### src/rtl/uart_pkg.sv
`default_nettype none
// ---------------------------------------------------------------------------
// Module : uart_pkg
// Brief  : Shared types and constants for the uart_nibble_tx transmitter:
//          FSM state encoding, idle line level and a counter-width helper.
// Rev    : 1.0  initial release
// ---------------------------------------------------------------------------
package uart_pkg;

  // Frame sequencer states. PARITY is only visited when the parity build
  // option (UART_NIBBLE_TX_PARITY_EN) is enabled.
  typedef enum logic [2:0] {
    IDLE   = 3'd0,
    START  = 3'd1,
    DATA   = 3'd2,
    PARITY = 3'd3,
    STOP   = 3'd4
  } tx_state_t;

  // Level of the serial line when nothing is being sent.
  localparam logic TXD_IDLE = 1'b1;

  // Bits needed to hold a count of 0..max_count, never less than one bit.
  function automatic int cnt_width(input int max_count);
    if (max_count < 1) begin
      return 1;
    end
    return $clog2(max_count + 1);
  endfunction

endpackage : uart_pkg
`default_nettype wire

### src/rtl/uart_baud_tick.sv
`default_nettype none
// ---------------------------------------------------------------------------
// Module : uart_baud_tick
// Brief  : Bit-period divider. Counts 0..CLKS_PER_BIT-1 and raises a
//          one-cycle tick on the last count of each bit period. A clear
//          input holds the count at zero so a new period starts cleanly.
// Rev    : 1.0  initial release
// ---------------------------------------------------------------------------
module uart_baud_tick
  import uart_pkg::*;
#(
  parameter int CLKS_PER_BIT = 4
) (
  input  logic clk,
  input  logic rst,
  input  logic clear,
  output logic tick
);

  localparam int CW = cnt_width(CLKS_PER_BIT - 1);
  localparam logic [CW-1:0] LAST_COUNT = CW'(CLKS_PER_BIT - 1);

  logic [CW-1:0] count;

  // Free-running bit-period counter, wrapped only by its own terminal count
  // or by the explicit clear.
  always_ff @(posedge clk or posedge rst) begin
    if (rst) begin
      count <= '0;
    end else if (clear || (count == LAST_COUNT)) begin
      count <= '0;
    end else begin
      count <= count + CW'(1);
    end
  end

  // Tick marks the final cycle of the current bit period; it is suppressed
  // while cleared so a held-off counter never advances the sequencer.
  assign tick = (count == LAST_COUNT) && !clear;

endmodule : uart_baud_tick
`default_nettype wire

### src/rtl/uart_nibble_tx.sv
`default_nettype none
// ---------------------------------------------------------------------------
// Module : uart_nibble_tx
// Brief  : UART transmitter for a DATA_W-bit word accepted by valid/ready.
//          Frame: start bit (0), data LSB first, optional even parity,
//          STOP_BITS stop bits (1). Each bit lasts CLKS_PER_BIT cycles.
//          Build option: define UART_NIBBLE_TX_PARITY_EN to insert an even
//          parity bit between the data bits and the stop bit(s).
// Rev    : 1.0  initial release
// ---------------------------------------------------------------------------
module uart_nibble_tx
  import uart_pkg::*;
#(
  parameter int DATA_W       = 4,
  parameter int CLKS_PER_BIT = 4,
  parameter int STOP_BITS    = 1
) (
  input  logic              clk,
  input  logic              rst,
  input  logic [DATA_W-1:0] data,
  input  logic              valid,
  output logic              ready,
  output logic              txd,
  output logic              busy
);

  localparam int BIT_CW  = cnt_width(DATA_W - 1);
  localparam int STOP_CW = cnt_width(STOP_BITS - 1);
  localparam logic [BIT_CW-1:0]  LAST_BIT  = BIT_CW'(DATA_W - 1);
  localparam logic [STOP_CW-1:0] LAST_STOP = STOP_CW'(STOP_BITS - 1);

  tx_state_t           state;
  logic [DATA_W-1:0]   shift;
  logic [DATA_W-1:0]   shift_next;
  logic [BIT_CW-1:0]   bit_idx;
  logic [STOP_CW-1:0]  stop_idx;
  logic                baud_clear;
  logic                tick;
`ifdef UART_NIBBLE_TX_PARITY_EN
  logic                parity;
`endif

  // The bit timer is held at zero in IDLE so START always gets a full
  // period; every other state change happens on a tick, where the timer
  // wraps to zero by itself.
  assign baud_clear = (state == IDLE);

  // Word as it will look after the current data bit has been sent.
  assign shift_next = shift >> 1;

  uart_baud_tick #(
    .CLKS_PER_BIT (CLKS_PER_BIT)
  ) u_baud (
    .clk   (clk),
    .rst   (rst),
    .clear (baud_clear),
    .tick  (tick)
  );

  // Frame sequencer. txd, ready and busy are registered and set together
  // with the state they belong to, so txd drops on the very first cycle
  // after the handshake edge.
  always_ff @(posedge clk or posedge rst) begin
    if (rst) begin
      state    <= IDLE;
      shift    <= '0;
      bit_idx  <= '0;
      stop_idx <= '0;
      txd      <= TXD_IDLE;
      ready    <= 1'b1;
      busy     <= 1'b0;
`ifdef UART_NIBBLE_TX_PARITY_EN
      parity   <= 1'b0;
`endif
    end else begin
      case (state)
        IDLE: begin
          if (valid && ready) begin
            shift  <= data;
`ifdef UART_NIBBLE_TX_PARITY_EN
            // Parity comes from the word as presented, not the shifter.
            parity <= ^data;
`endif
            state  <= START;
            txd    <= 1'b0;
            ready  <= 1'b0;
            busy   <= 1'b1;
          end
        end

        START: begin
          if (tick) begin
            state   <= DATA;
            bit_idx <= '0;
            txd     <= shift[0];
          end
        end

        DATA: begin
          if (tick) begin
            shift <= shift_next;
            if (bit_idx == LAST_BIT) begin
              bit_idx <= '0;
`ifdef UART_NIBBLE_TX_PARITY_EN
              state   <= PARITY;
              txd     <= parity;
`else
              state    <= STOP;
              stop_idx <= '0;
              txd      <= TXD_IDLE;
`endif
            end else begin
              bit_idx <= bit_idx + BIT_CW'(1);
              txd     <= shift_next[0];
            end
          end
        end

`ifdef UART_NIBBLE_TX_PARITY_EN
        PARITY: begin
          if (tick) begin
            state    <= STOP;
            stop_idx <= '0;
            txd      <= TXD_IDLE;
          end
        end
`endif

        STOP: begin
          if (tick) begin
            if (stop_idx == LAST_STOP) begin
              state    <= IDLE;
              stop_idx <= '0;
              ready    <= 1'b1;
              busy     <= 1'b0;
              txd      <= TXD_IDLE;
            end else begin
              stop_idx <= stop_idx + STOP_CW'(1);
            end
          end
        end

        default: begin
          state <= IDLE;
          ready <= 1'b1;
          busy  <= 1'b0;
          txd   <= TXD_IDLE;
        end
      endcase
    end
  end

endmodule : uart_nibble_tx
`default_nettype wire
### config.mk
export PLATFORM = sky130hd
export DESIGN_NAME = uart_nibble_tx
export DESIGN_NICKNAME = d
export VERILOG_FILES = /design/src/rtl/uart_pkg.sv /design/src/rtl/uart_baud_tick.sv /design/src/rtl/uart_nibble_tx.sv
export SDC_FILE = /design/constraint.sdc
export NUM_CORES = 1
export LEC_CHECK = 0
export BUFFER_PORTS_ARGS = -buffer_cell sky130_fd_sc_hd__buf_2
export CORE_MARGIN = 2
export CORE_UTILIZATION = 40
export DETAILED_ROUTE_END_ITERATION = 6
export HOLD_SLACK_MARGIN = 0.02
export PLACE_DENSITY = 0.7
export SLEW_MARGIN = 20
export SYNTH_ARGS = -nofsm -noshare
export SYNTH_HDL_FRONTEND = slang
export SYNTH_SLANG_ARGS = --single-unit
### constraint.sdc
create_clock -name clk -period 2.61 [get_ports clk]
set_clock_uncertainty 0.1 [all_clocks]
set_input_delay 0.522 -clock clk [delete_from_list [all_inputs] [get_ports clk]]
set_output_delay 0.522 -clock clk [all_outputs]
set_load 0.02 [all_outputs]
==> results.yml <==
outcome:
  run_status: "finished clean"
clock_network:
  cts_hold_buf: 0
  cts_tree: "yes"
  htree_levels: 1
  cts_made_buffers: 3
  root_buffer: "clkbuf_4"
  clk_latency_ns: 0.28
  clk_pin_slew_ns: 0.08
  cts_buffer_depth: 2
  cts_resized: 0
  cts.sinks: 14
  cts_setup_buffers: 0
grt:
  busiest_layer: "met1"
  grt_pass1_vias: 509
  grt_max_degree: 21
  grt_pass1_wl_mm: 2.35
  grtUsageMet1_pct: 18.8
  grt_util_met2_pct: 17.4
  gr-usage-all-layers_pct: 13.1
  antenna_found_initial: 0
  grt.overflow.total: 0
  grt.met3_usage_pct: 4.01
setup_path:
  critPathKind: "reg -> reg"
  crit_path_end_kind: "flip-flop"
  crit_required_ns: 2.69
  worstPathArrival_ns: 1.78
  start_kind: "flip-flop"
  critPathMaxFanout: 12
sta:
  post-route-period-util_pct: 65.4
  final_hold_viol_count: 0
  max_slew.worst_pin.slew_ns: 0.592
  rsz0062_at_grt: "no"
  finalSetupViolations: 0
  slew_headroom_pct: 60.5
  tns_ns: 0
  fmax_ghz: 0.585
  slew_violations: 0
  layout_min_cycle_time_ns: 1.71
  final.setup.worst_slack_ns: 0.902
yosys:
  synth_most_common_cell: "dfrtp_1"
  synthesis.area_um2: 800
  synth_common_cells: "dfrtp_1 (12), nand2_1 (9), nor2_1 (9)"
  synth_top_area_share_pct: 37.6
  synth-seq-cells: 14
  synthTopCellsByArea: "dfrtp_1 (38%), dfstp_2 (6.6%), a22o_1 (5.5%)"
  synth-edff-count: 0
  synth_nets: 91
  synth_ff_type: "dfrtp_1"
  synth_top_area_cell: "dfrtp_1"
  post_synth_num_cell_types: 29
  seq_area_frac_synth_pct: 44.1
  yosys_warnings: 0
  async_flop_share_pct: 100
  syn_inst: 82
  syn_avg_cell_area_um2: 9.75
floorplanning:
  boundaryPins: 10
  die-height_um: 48.7
  dieArea_um2: 2370
  num_rows: 16
  die_w_um: 48.7
  core_um2: 1920
  initial_core_util_pct: 41.6
power_and_ir_drop:
  total_power_uw: 393
  p_per_area_nw_per_um2: 453
  p_leak_uw: 0.000428
  peakVddDrop_mv: 0.304
place:
  hpwl_um: 954
  gp_congestion: 0.721
  place_ws_ns: 0.912
  portBuffers: 9
  post_dp_cell_area_um2: 831
cells_and_area:
  antenna_cells: 0
  fin_nets: 99
  stdcell_area_um2: 867
  drive_gt1_share_pct: 20.2
  n_fill_cell: 203
  area_growth_pct: 8.45
drt:
  wl_per_cell_um: 11.6
  wirelength_mm: 1.35
  dr.pass1.iters: 4
  dr.first_iter.drc_count: 4
  vias: 589
  drcViolationCount: 0
  routed_via_density: 5.08
  ant_nets: 0
hold_path:
  hp-class: "in -> async"
flow_run:
  maxCapViolCount: 0
[final timing paths]
check	from	to	slack, ns	depth (start not counted)
worst max-delay path	u_baud.count[0]	bit_idx[1]	0.90	5
min in group clk	u_baud.count[0]	u_baud.count[0]	0.35	1
worst min register to register	u_baud.count[0]	u_baud.count[0]	0.35	1
worst max register to register	u_baud.count[0]	bit_idx[1]	0.90	5
worst min-delay path	rst	shift[1]	0.17	2
max in group asynchronous	rst	ready	1.87	2
[per-layer routing]
layer  wire, um  vias to the layer above  share of wire, %
li1           -                      308                 -
met1        697                      267                52
met2        565                       11                42
met3         57                        3               4.2
met4         28                        0               2.1
met5          0                        -                 0
[cells in the final DEF, fill, tap and decap left out, drive strengths merged]
cell type and instances:
a211o 1, a21o 1, a21oi 6, a22o 5
buf 9, clkbuf 4, dfrtp 12, dfstp 2
ha 2, inv 1, mux2i 3, nand2 9
nand2b 2, nand3 1, nand3b 1, nand4b 1
nor2 9, nor2b 3, nor3 2, nor3b 2
o211ai 1, o21a 1, o21ai 8, o22a 1
o311ai 1, or3 1
[state kept, by name, indices dropped and copies added (netlist names)]
| name | count |
|---|---|
| ready | 1 |
| bit_idx | 2 |
| shift | 4 |
| u_baud.count | 2 |
| state | 3 |
| busy | 1 |
| txd | 1 |
[kinds of logic after synthesis]
| group | count (synthesis) | share of synthesized area, % |
|---|---|---|
| and+or+nand+nor | 31 | 21.1 |
| AOI/OAI and AO/OA | 25 | 21.4 |
| DFF | 14 | 44.1 |
| buffers and inverters | 7 | 6.42 |
| muxes | 3 | 3.76 |
| adders and majority gates | 2 | 3.13 |
[stage by stage]
stage          util [%]  hold WS, ns  cells
2_1_floorplan         -        0.310     82
3_3_place_gp       43.2        0.323    112
3_5_place_dp       43.2        0.344    112
4_1_cts            45.1        0.188    116
5_1_grt            45.1        0.191    116
6_report           45.1        0.170    116
[area by class of cell]
class                           instances  area (um^2)  share of cell area [%]
Timing Repair Buffer                    9         45.0                    5.19
Multi-Input combinational cell         61          395                    45.6
Inverter                                1         3.75                   0.433
Tap cell                               27         33.8                    3.90
Clock buffer                            4         36.3                    4.18
Sequential cell                        14          353                    40.7
[power breakdown]
part           total [uW]  leakage [uW]  internal (uW)  switching (uW)
registers             222      0.000179            220            1.86
logic                14.4      0.000228           5.83            8.62
clock network         157     0.0000210           85.0            71.7
total                 393      0.000428            311            82.1
[worst max-delay path: stages (launching register included)]
cell     delay, ns
dfrtp_1       0.39
ha_1          0.32
nor2b_1       0.19
nor2b_1       0.16
a22o_1        0.22
a22o_1        0.22
Power figures use the tool's default switching activity.
